--- config.mk ---
export PLATFORM = sky130hd
export DESIGN_NAME = alu_op_sequencer
export DESIGN_NICKNAME = d
export VERILOG_FILES = /design/src/rtl/alu_op_sequencer.sv
export SDC_FILE = /design/constraint.sdc
export NUM_CORES = 1
export LEC_CHECK = 0
export ABC_CLOCK_PERIOD_IN_PS = 2400
export CORE_ASPECT_RATIO = 0.9
export CORE_MARGIN = 5
export CORE_UTILIZATION = 40
export DETAILED_ROUTE_END_ITERATION = 6
export PLACE_DENSITY = 0.65
export SLEW_MARGIN = 5
export SYNTH_ARGS = -nofsm -noshare
export SYNTH_HDL_FRONTEND = slang
export SYNTH_SLANG_ARGS = --single-unit
--- constraint.sdc ---
create_clock -name clk -period 2.4 [get_ports clk]
set_input_delay 0.24 -clock clk [delete_from_list [all_inputs] [get_ports clk]]
set_output_delay 0.24 -clock clk [all_outputs]
set_load 0.005 [all_outputs]
--- src/rtl/alu_op_sequencer.sv ---
// ---------------------------------------------------------------------------
// alu_op_sequencer
//
// Multi-cycle sequencer that drives a 16-bit 181-style ALU.
// It takes one operation request at a time and runs one or more ALU passes:
//   - one pass for ADD/SUB/AND/OR/XOR/NOT
//   - two passes for ADD32 (low half, then high half with ripple carry)
//   - sixteen passes for MUL (shift-add)
// It returns a registered 32-bit result with carry/zero/negative/error flags.
//
// Ports:
//   clk, rst_n             clock and synchronous active-low reset
//   in_valid/in_ready      request handshake; in_ready is high only in IDLE
//   in_op, in_a, in_b      op code and operands, latched on accept
//   res_valid/res_ready    result handshake; result held while res_ready=0
//   res, res_c/z/n/err     32-bit result and flags
//   alu_a/b/s/m/cn         ALU control drive (cn is active-low carry-in)
//   alu_f/cf/zf            ALU result, active-low carry out, zero flag
// ---------------------------------------------------------------------------
module alu_op_sequencer #(
    parameter int W      = 16,
    parameter bit MUL_EN = 1'b1
) (
    input  logic           clk,
    input  logic           rst_n,
    input  logic           in_valid,
    output logic           in_ready,
    input  logic [2:0]     in_op,
    input  logic [2*W-1:0] in_a,
    input  logic [2*W-1:0] in_b,
    output logic           res_valid,
    input  logic           res_ready,
    output logic [2*W-1:0] res,
    output logic           res_c,
    output logic           res_z,
    output logic           res_n,
    output logic           res_err,
    output logic [W-1:0]   alu_a,
    output logic [W-1:0]   alu_b,
    output logic [3:0]     alu_s,
    output logic           alu_m,
    output logic           alu_cn,
    input  logic [W-1:0]   alu_f,
    input  logic           alu_cf,
    input  logic           alu_zf
);

    localparam logic [2:0] OP_ADD   = 3'd0;
    localparam logic [2:0] OP_SUB   = 3'd1;
    localparam logic [2:0] OP_AND   = 3'd2;
    localparam logic [2:0] OP_OR    = 3'd3;
    localparam logic [2:0] OP_XOR   = 3'd4;
    localparam logic [2:0] OP_NOT   = 3'd5;
    localparam logic [2:0] OP_ADD32 = 3'd6;
    localparam logic [2:0] OP_MUL   = 3'd7;

    // ALU function selects used by this sequencer
    localparam logic [3:0] S_PLUS  = 4'b1001;
    localparam logic [3:0] S_MINUS = 4'b0110;
    localparam logic [3:0] S_AND   = 4'b1011;
    localparam logic [3:0] S_OR    = 4'b1110;
    localparam logic [3:0] S_XOR   = 4'b0110;
    localparam logic [3:0] S_NOTA  = 4'b0000;

    typedef enum logic [2:0] {
        ST_IDLE,
        ST_EXEC,
        ST_LO,
        ST_HI,
        ST_MUL,
        ST_DONE
    } state_t;

    state_t         state;
    logic [2:0]     op_q;
    logic [2*W-1:0] a_q;
    logic [2*W-1:0] b_q;

    // ADD32 low-pass state
    logic [W-1:0]   lo_q;
    logic           carry_q;
    logic           zf_lo_q;

    // shift-add multiplier state
    logic [W-1:0]   acc_hi;
    logic [W-1:0]   acc_lo;
    logic [W-1:0]   mcand;
    logic [3:0]     count;

    logic [2*W-1:0] mul_next;
    logic           exec_c;
    logic           exec_z;

    assign in_ready = (state == ST_IDLE);

    // Next multiplier accumulator: the ALU's carry out (active-low, hence
    // inverted) becomes the new top bit and the whole pair shifts right.
    always_comb begin
        mul_next = {~alu_cf, alu_f, acc_lo[W-1:1]};
    end

    // Single-pass flags. ADD reports carry (ALU carry is active-low), SUB
    // reports borrow directly. The ALU zero flag is only trusted in
    // arithmetic mode, so logic ops compare the result themselves.
    always_comb begin
        exec_c = 1'b0;
        if (op_q == OP_ADD) begin
            exec_c = ~alu_cf;
        end else if (op_q == OP_SUB) begin
            exec_c = alu_cf;
        end
        exec_z = alu_m ? (alu_f == '0) : alu_zf;
    end

    // ALU drive decoded from the current state and latched operands.
    // IDLE and DONE park the ALU in a harmless logic-mode setting.
    always_comb begin
        alu_a  = '0;
        alu_b  = '0;
        alu_s  = S_NOTA;
        alu_m  = 1'b1;
        alu_cn = 1'b1;
        case (state)
            ST_EXEC: begin
                alu_a = a_q[W-1:0];
                alu_b = b_q[W-1:0];
                case (op_q)
                    OP_ADD: begin
                        alu_s = S_PLUS;
                        alu_m = 1'b0;
                    end
                    OP_SUB: begin
                        alu_s = S_MINUS;
                        alu_m = 1'b0;
                    end
                    OP_AND:  alu_s = S_AND;
                    OP_OR:   alu_s = S_OR;
                    OP_XOR:  alu_s = S_XOR;
                    OP_NOT:  alu_s = S_NOTA;
                    default: alu_s = S_NOTA;
                endcase
            end
            ST_LO: begin
                alu_a = a_q[W-1:0];
                alu_b = b_q[W-1:0];
                alu_s = S_PLUS;
                alu_m = 1'b0;
            end
            ST_HI: begin
                // registered low-pass CF: 0 means carry out, which is
                // exactly the active-low carry-in the high pass needs
                alu_a  = a_q[2*W-1:W];
                alu_b  = b_q[2*W-1:W];
                alu_s  = S_PLUS;
                alu_m  = 1'b0;
                alu_cn = carry_q;
            end
            ST_MUL: begin
                alu_a = acc_hi;
                alu_b = acc_lo[0] ? mcand : '0;
                alu_s = S_PLUS;
                alu_m = 1'b0;
            end
            default: begin
                alu_a  = '0;
                alu_b  = '0;
                alu_s  = S_NOTA;
                alu_m  = 1'b1;
                alu_cn = 1'b1;
            end
        endcase
    end

    // Main sequencer FSM with registered result and flags. Reset discards
    // any partial work, including an in-flight multiply.
    always_ff @(posedge clk) begin
        if (!rst_n) begin
            state     <= ST_IDLE;
            op_q      <= '0;
            a_q       <= '0;
            b_q       <= '0;
            lo_q      <= '0;
            carry_q   <= 1'b1;
            zf_lo_q   <= 1'b0;
            acc_hi    <= '0;
            acc_lo    <= '0;
            mcand     <= '0;
            count     <= '0;
            res       <= '0;
            res_c     <= 1'b0;
            res_z     <= 1'b0;
            res_n     <= 1'b0;
            res_err   <= 1'b0;
            res_valid <= 1'b0;
        end else begin
            case (state)
                ST_IDLE: begin
                    if (in_valid) begin
                        op_q    <= in_op;
                        a_q     <= in_a;
                        b_q     <= in_b;
                        res_err <= 1'b0;
                        case (in_op)
                            OP_ADD32: state <= ST_LO;
                            OP_MUL: begin
                                if (MUL_EN) begin
                                    acc_hi <= '0;
                                    acc_lo <= in_a[W-1:0];
                                    mcand  <= in_b[W-1:0];
                                    count  <= '0;
                                    state  <= ST_MUL;
                                end else begin
                                    // unsupported: finish immediately
                                    res       <= '0;
                                    res_c     <= 1'b0;
                                    res_z     <= 1'b1;
                                    res_n     <= 1'b0;
                                    res_err   <= 1'b1;
                                    res_valid <= 1'b1;
                                    state     <= ST_DONE;
                                end
                            end
                            default: state <= ST_EXEC;
                        endcase
                    end
                end
                ST_EXEC: begin
                    res       <= {{W{1'b0}}, alu_f};
                    res_c     <= exec_c;
                    res_z     <= exec_z;
                    res_n     <= alu_f[W-1];
                    res_valid <= 1'b1;
                    state     <= ST_DONE;
                end
                ST_LO: begin
                    lo_q    <= alu_f;
                    carry_q <= alu_cf;
                    zf_lo_q <= alu_zf;
                    state   <= ST_HI;
                end
                ST_HI: begin
                    res       <= {alu_f, lo_q};
                    res_c     <= ~alu_cf;
                    res_z     <= zf_lo_q & alu_zf;
                    res_n     <= alu_f[W-1];
                    res_valid <= 1'b1;
                    state     <= ST_DONE;
                end
                ST_MUL: begin
                    {acc_hi, acc_lo} <= mul_next;
                    count            <= count + 4'd1;
                    if (count == 4'd15) begin
                        res       <= mul_next;
                        res_c     <= 1'b0;
                        res_z     <= (mul_next == '0);
                        res_n     <= mul_next[2*W-1];
                        res_valid <= 1'b1;
                        state     <= ST_DONE;
                    end
                end
                ST_DONE: begin
                    if (res_ready) begin
                        res_valid <= 1'b0;
                        state     <= ST_IDLE;
                    end
                end
                default: state <= ST_IDLE;
            endcase
        end
    end

endmodule
# Yosys cells after proc, flatten, opt, wreduce, memory -nomap -nowiden
# Index checks and enable logic that the tools add are counted.
# totals
register_bits	176
in_bits	89
# op_classes
addsub	1
n_eq_ne	16
mux	36
bitwise_logic	2
reduce_logical	20
# op_table
op	count
16-bit case mux with 3 select lines	2
32-bit case mux with 3 select lines	1
16-bit two-way mux	5
16-bit case mux with 2 select lines	2
32-bit logical NOT	1
32-bit two-way mux	1
16-bit logical NOT	1
4-bit case mux with 2 select lines	2
4-bit case mux with 4 select lines	1
3-bit equality test (second input constant)	5
3-bit case mux with 5 select lines	1
3-bit by 2-bit equality test with 1-bit output (second input constant)	4
3-bit AND reduction	4
1-bit two-way mux	10
3-bit two-way mux	3
1-bit case mux with 3 select lines	3
4-bit two-way mux	2
2-bit OR reduction	4
3-bit by 1-bit equality test with 1-bit output (second input constant)	2
3-bit logical NOT	2
2-bit != test (second input constant)	3
3-bit case mux with 2 select lines	1
2-bit AND reduction	3
3-bit nonzero test	2
other kinds (8)	10

# Depth between registers and ports, before layout
# Gate-level depths: netlist (run 1).
# depth
depth_word	6
ltp_mapped	8

# Worst setup path after synthesis (run 1)
# No wires, ideal clock.
# synth_path
path_kind	flip-flop to output port
from	register state[1]
to	output alu_b[10]
arrival_ps	1563
required_ps	2160
setup_slack_ps	597
stages_incl_launch_ff	8
path_buffers	3
path_cell_list	dfxtp_1 > buf_2 > xor2_1 > nor2b_1 > clkbuf_1 > buf_2 > a22oi_1 > nand2_1
# synth_via
elab_chain_len	3
# synth_lines
element	line	rtl
start: declaration	74	state_t state;
start signal: assignment	178	state <= ST_IDLE;
start signal: assignment	204	OP_ADD32: state <= ST_LO;
start signal: assignment	211	state <= ST_MUL;
3-bit by 2-bit equality test with 1-bit output / 3-bit by 1-bit equality test with 1-bit output (equally long branches)	123	case (state)
2-bit OR reduction (no source line)	n/a	
16-bit case mux with 3 select lines (*)	123	
end: declaration	39	output logic [W-1:0] alu_b,
# Mark *: on every way between the ends. The rest lies on a longest branch, timed or not.

# Worst setup path in the final report (run 1)
# layout_path
from	register state[0]
to	output alu_a[13]
# layout_via
elab_chain_len	3
# layout_lines
element	line	rtl
3-bit by 2-bit equality test with 1-bit output / 3-bit by 1-bit equality test with 1-bit output (equally long branches)	123	
2-bit OR reduction (no source line)	n/a	
16-bit case mux with 3 select lines (*)	123	
end: declaration	38	output logic [W-1:0] alu_a,
# Marks and branches as above.

==> results by group, run 1 <==
Floorplan
  • Core outline area: slightly below 20000 um2
  • Total I/O pin count: 165
  • Initial cell density of the core: between 40% and 50%
  • Die height: 143 um
  • Placement row count: 48
  • Die area: 22500 um2
  • Die X: 158 um

Yosys
  • Synth Area in Compound Gates: 28.4%
  • Post-synthesis adder-cell area fraction: 0.160%
  • Multiplexer share of the synthesized area: less than 1%
  • Syn nets: approximately 1000
  • Syn. warnings: 0
  • Flops & latches, synth: 176
  • Synth unique cells: 51
  • Post-Synthesis Cells: 943
  • Post-synthesis cell area: between 7000 and 8000 um2
  • Syn avg cell area: 8.31 um2
  • Post-synthesis simple-gate area fraction: 20.8%
  • Largest family of logic cells by synthesized area: compound AO/OA/AOI/OAI gates
  • Xor/xnor share of the synthesized area: 0.447%
  • Seq/Total Area, Yosys: 45.0%

Setup path
  • Critical Path AT: 2.08 ns
  • Crit path buf inv count: 2
  • CP Launch Type: flip-flop
  • Crit end category: output port
  • Req. time, crit path: 2.16 ns
  • CP Max Fanout: 30
  • Slowest stage delay, CP: 0.55 ns
  • Top delay family on crit path: buffers and inverters
  • CP Cell Sequence: nor3b_4 > buf_6 > nand2_1 > o21ai_1 > clkdlybuf4s50_1
  • Setup Crit Path Kind: reg -> out
  • Slowest stage cell, crit path: clkdlybuf4s50_1

Detailed routing
  • Final WL: 24.6 mm
  • Via count: 7421
  • DRC: 0
  • TritonRoute pass-1 iters: 5
  • Avg Vias per Cell: 5.50
  • Final ANT Viol Nets: 0
  • Drt wl/cell: 18.2 um
  • Initial DRC count: around 600

STA
  • Final hold violations: 0
  • RSZ-0062 raised after global routing: yes
  • Total negative slack: 0 ns
  • Relative slew slack: between 50% and 60%
  • Final setup vio count: 0
  • Tmin final: 2.32 ns
  • Final Max Slew Viols: 0
  • Hold slack: a little over 0.3 ns
  • Final worst path period share: slightly below 100%
  • FMAX: 0.430 GHz
  • Least-Margin Pin Slew: 0.724 ns
  • Clk_skew: 0.0133 ns

Clock network
  • Clk_lat worst skew: ~0.43 ns
  • CTS clock-pin slew for the worst setup and hold paths: 0.07 ns
  • CTS Sinks: 176
  • Root buffer cell: clkbuf_16
  • Hold buffers post-CTS: 0
  • CTS Buf Count: 17
  • H-Tree Depth: 4
  • CTS tree: built
  • Clock buffer depth: 2

Min path
  • Worst min path class: in -> reg

Final layout
  • # diodes: 0
  • Commonest non-fill, non-tap cell in the layout: nand2_1
  • Most frequent cells in the layout: 292 x nand2_1, 173 x dfxtp_1, 154 x clkdlybuf4s50_1
  • # nets final: between 1000 and 1500
  • Fill count: 1804
  • Share of cells above drive strength 1: 9.27%
  • Area added between synthesis and finish: 34.2%

Global routing
  • Initial antenna violation count: 0
  • First-pass GRT wire length: 38.5 mm
  • Vias in the first global route: 6984
  • Tot GR Track Use: 21.7%
  • Largest net degree at the start of global routing: 75
  • Grt ovf: 0

Power
  • Power consumption: 8.73 mW
  • PD cells: 831 nW/um2
  • Pleak: between 4 and 5 nW
  • Switch Pwr: 2.85 mW
  • Sw Share: 32.7%
  • Comb pwr share: 29.3%
  • Sequential share of power: 40.7%
  • Clock share of power: 30.1%
  • Cell-internal power: 5.88 mW
  • Maximum VDD drop: ~0.48 mV

Placed design
  • Post-DP HPWL: about 17 mm
  • Placer's final routability congestion estimate: 0.859
  • PortBufs: 163

Job
  • Max cap viols: 0

Run status
  • Status: finished, final reports clean
[Yosys cell counts (all sizes together)]
master | number | area share [%]
inv | 4 | 0.19
clkbuf | 53 | 2.6
or3 | 2 | 0.16
a31oi | 2 | 0.16
and3 | 2 | 0.16
nand4 | 2 | 0.16
xnor2 | 2 | 0.22
nor3 | 8 | 0.57
a41oi | 1 | 0.11
and3b | 1 | 0.11
nor2 | 13 | 0.75
nor4 | 7 | 0.56
a211oi | 1 | 0.096
dfxtp | 176 | 45
and2 | 4 | 0.32
conb | 1 | 0.048
a221o | 15 | 1.9
nand3b | 1 | 0.096
nand2 | 293 | 14
a32oi | 16 | 1.8
a21boi | 116 | 11
a311oi | 1 | 0.11
buf | 32 | 2.2
or3b | 1 | 0.11
o31ai | 1 | 0.096
o2111a | 1 | 0.14
nor2b | 21 | 1.7
mux2i | 2 | 0.26
nor4b | 2 | 0.22
a21oi | 10 | 0.64
nor3b | 2 | 0.26
nand2b | 3 | 0.24
ha | 1 | 0.16
nand3 | 20 | 1.3
or4 | 1 | 0.096
o41ai | 1 | 0.11
o211a | 33 | 4.2
a22oi | 64 | 6.1
xor2 | 2 | 0.22
o21ai | 25 | 1.7
[final cells by class]
cell class	count	area [um2]	share of cell area (%)
inverters	4	15.0	0.143
well taps	250	313	2.98
clock inverters	15	124	1.18
clock buffers	17	425	4.05
repair buffers	209	2090	19.9
flip-flops and latches	176	3530	33.6
multi-input cells	679	4010	38.1
[layer usage]
metal	routed length, um	GRT usage, %	vias up
met2	11200	33.3	258
met1	11400	31.3	3529
li1	-	-	3606
met5	0	0	-
met3	1690	4.64	28
met4	282	5.43	0
[what timing repair did]
| item | CTS | global route |
|---|---|---|
| pin swaps | 3 | 1 |
| buffers inserted | 1 | 3 |
| resized for setup | 25 | 21 |
| cloned | 3 | 0 |
| endpoints found under the setup margin | 36 | 31 |
[cells by family (layout without fill, tap and decap cells)]
group,after synthesis,in the layout
adders and majority gates,1,1
muxes,2,2
other,1,1
and+or+nand+nor,383,384
buffers and inverters,89,245
DFF,176,176
AOI/OAI and AO/OA,287,287
xor gates and xnor gates,4,4
[sequential cells by signal (all words and copies together) (netlist names), 3 cells and up]
signal  flops
a_q        32
acc_lo     16
state       3
b_q        32
acc_hi     16
lo_q       16
count       4
mcand      16
op_q        3
res        32
[power groups by stage]
| stage | Combinational, mW | Sequential (mW) | Clock (mW) |
|---|---|---|---|
| after floorplan | 1.34 | 3.54 | 0 |
| after global placement | 2.40 | 3.60 | 0 |
| after detailed placement | 2.42 | 3.60 | 0 |
| after CTS | 2.47 | 3.55 | 2.67 |
| after global routing | 2.78 | 3.60 | 2.82 |
| final | 2.56 | 3.55 | 2.62 |
[path summary, 6_finish.rpt]
check / start / to / slack [ns] / cells after the start
hold / removal: rst_n / carry_q / 0.31 / 2
setup / recovery: state[0] / alu_a[13] / 0.08 / 5
setup reg to reg: state[0] / res[4] / 0.32 / 9
hold reg to reg: b_q[15] / b_q[15] / 0.46 / 2
[per-stage QoR]
stage / utilization (%) / setup slack, ns / std cells / area [um2]
after floorplan: - / 0.597 / 943 / 7840
after global placement: 50.9 / 0.182 / 1311 / 9780
final: 54.7 / 0.0767 / 1350 / 10500
after CTS: 54.1 / 0.00609 / 1347 / 10400
after detailed placement: 50.9 / 0.246 / 1311 / 9780
after global routing: 54.7 / -0.0569 / 1350 / 10500
No activity file was read; power rests on OpenSTA's default activity.
==> inputs of run 2 (changes only) <==
==> constraint.sdc (replaced) <==
create_clock -name clk -period 2.4 [get_ports clk]
set_input_delay 0.48 -clock clk [delete_from_list [all_inputs] [get_ports clk]]
set_output_delay 0.48 -clock clk [all_outputs]
set_load 0.005 [all_outputs]
==> run 2 against run 1 <==
Compared with the run above:
- largest power group unchanged
- sequential share of layout area shrank 0.67 points
- die area did not move
- clock-buffer cell count increased by 4
==> results by group, run 2 (synthesized netlist as in run 1, its figures left out) <==
Detailed routing
  • Initial DRC count: 755
  • TritonRoute pass-1 iters: 5
  • Routed met3 length: 1.90 mm
  • Top Layer Used: met5
  • Avg Vias per Cell: 5.46
  • DRC: 0
  • Final WL: 25.4 mm
  • Met2 wire length: approximately 12 mm
  • Final ANT Viol Nets: 0
  • Wl on met1: between 10 and 15 mm
  • Drt wl/cell: 18.5 um
  • Via count: between 7000 and 8000

Setup path
  • CP Launch Type: flip-flop
  • Req. time, crit path: 1.92 ns
  • CP Max Fanout: 8
  • Setup Crit Path Kind: reg -> out
  • R2r setup slk: 0.15 ns
  • Critical Path AT: between 1.5 and 2 ns
  • Crit end category: output port

Final layout
  • Commonest non-fill, non-tap cell in the layout: nand2_1
  • Largest registers: a_q: 32 flops, b_q: 32 flops, res: 32 flops
  • Share of cells above drive strength 1: 14.5%
  • Final Instance Area: approximately 11000 um2
  • Area added between synthesis and finish: 36.8%
  • Fill count: around 1800
  • Most frequent cells in the layout: 292 x nand2_1, 173 x dfxtp_1, 123 x clkdlybuf4s50_1
  • Final Non-Filler Cells: 1376
  • Core Util, Final: a little under three fifths
  • # nets final: 1202

Clock network
  • CTS tree: built
  • CTS Buf Count: 17
  • CTS clock-pin slew for the worst setup and hold paths: 0.06 ns
  • H-Tree Depth: 4
  • Root buffer cell: clkbuf_16
  • Clk_lat worst skew: approximately 0.44 ns
  • Clock buffer depth: 2
  • CTS Sinks: about 180

Run status
  • Status: finished, final reports clean

Job
  • Max cap viols: 0

STA
  • Setup ws final: 0.0447 ns
  • Final setup vio count: 0
  • Tmin final: 2.36 ns
  • Total negative slack: 0 ns
  • Hold slack: around 0.42 ns
  • Relative slew slack: 51.2%
  • RSZ-0062 raised after global routing: yes
  • Least-Margin Pin Slew: 0.731 ns
  • Final worst path period share: 98.1%
  • Final Max Slew Viols: 0
  • Final hold violations: 0
  • FMAX: between 0.4 and 0.5 GHz
  • Clk_skew: 0.0101 ns

Global routing
  • First-pass GRT wire length: 39.6 mm
  • Initial antenna violation count: 2
  • Vias in the first global route: slightly above 7000
  • Tot GR Track Use: 22.3%
  • Largest net degree at the start of global routing: 75
  • Grt ovf: 0

Placed design
  • PortBufs: ~160
  • Placer's final routability congestion estimate: 0.812
  • Post-DP HPWL: 17.2 mm
  • Pre-CTS setup slack: -0.0908 ns
  • DP Cell Count: 1325
  • Placed Area: 9900 um2

Power
  • PD cells: around 830 nW/um2
  • Power consumption: 8.94 mW
  • Pleak: ~4.3 nW
  • Maximum VDD drop: 0.545 mV

Min path
  • Worst min path class: in -> reg

Floorplan
  • Die height: 143 um
  • Die X: 158 um
  • Total I/O pin count: 165
  • Core outline area: 19200 um2
  • Die area: roughly 22000 um2
  • Placement row count: 48
  • Initial cell density of the core: 40.8%
run 2: changes by cell type in the layout (fill, tap and decap cells not counted), sizes merged, moves of 5 or more:
cell and delta:
clkbuf +15, dlymetal6s2s -5, inv -5, dlygate4sd2 +10, clkdlybuf4s50 -31, buf +38
run 2: path summary, 6_finish.rpt:
check / from / to / cells after the start
min: rst_n / carry_q / 2
max reg2reg: state[1] / res_z / 10
min reg2reg: a_q[14] / a_q[14] / 2
max: state[1] / alu_a[3] / 5
run 2: area by class of cell:
class	count	area, um2	area share [%]
well taps	250	313	2.92
clock buffers	21	480	4.48
repair buffers	234	2210	20.6
flip-flops and latches	176	3530	32.9
multi-input cells	679	4070	37.9
inverters	4	15.0	0.140
diodes	1	2.50	0.0233
clock inverters	11	103	0.957
run 2: worst max-delay path, cell delays in order (launching register included):
cell and delay, ns:
dfxtp_4 0.37, xor2_4 0.21, buf_6 0.16, a22oi_1 0.31, o21ai_1 0.11, dlygate4sd2_1 0.28
run 2: what timing repair did:
action | CTS | global route
pin swaps | 14 | 3
setup endpoints to repair | 39 | 35
hold buffers | 0 | 0
buffers inserted | 14 | 2
cloned | 4 | 0
resized for setup | 115 | 44
run 2: power by group:
group          switching [mW]  internal (mW)
logic                    1.38           1.25
registers               0.256           3.30
clock network            1.21           1.54
run 2: layer usage:
metal,GRT usage [%],vias to the layer above
met3,6.12,28
met5,0,-
met2,34.9,255
met4,5.79,2
li1,-,3646
met1,30.6,3580
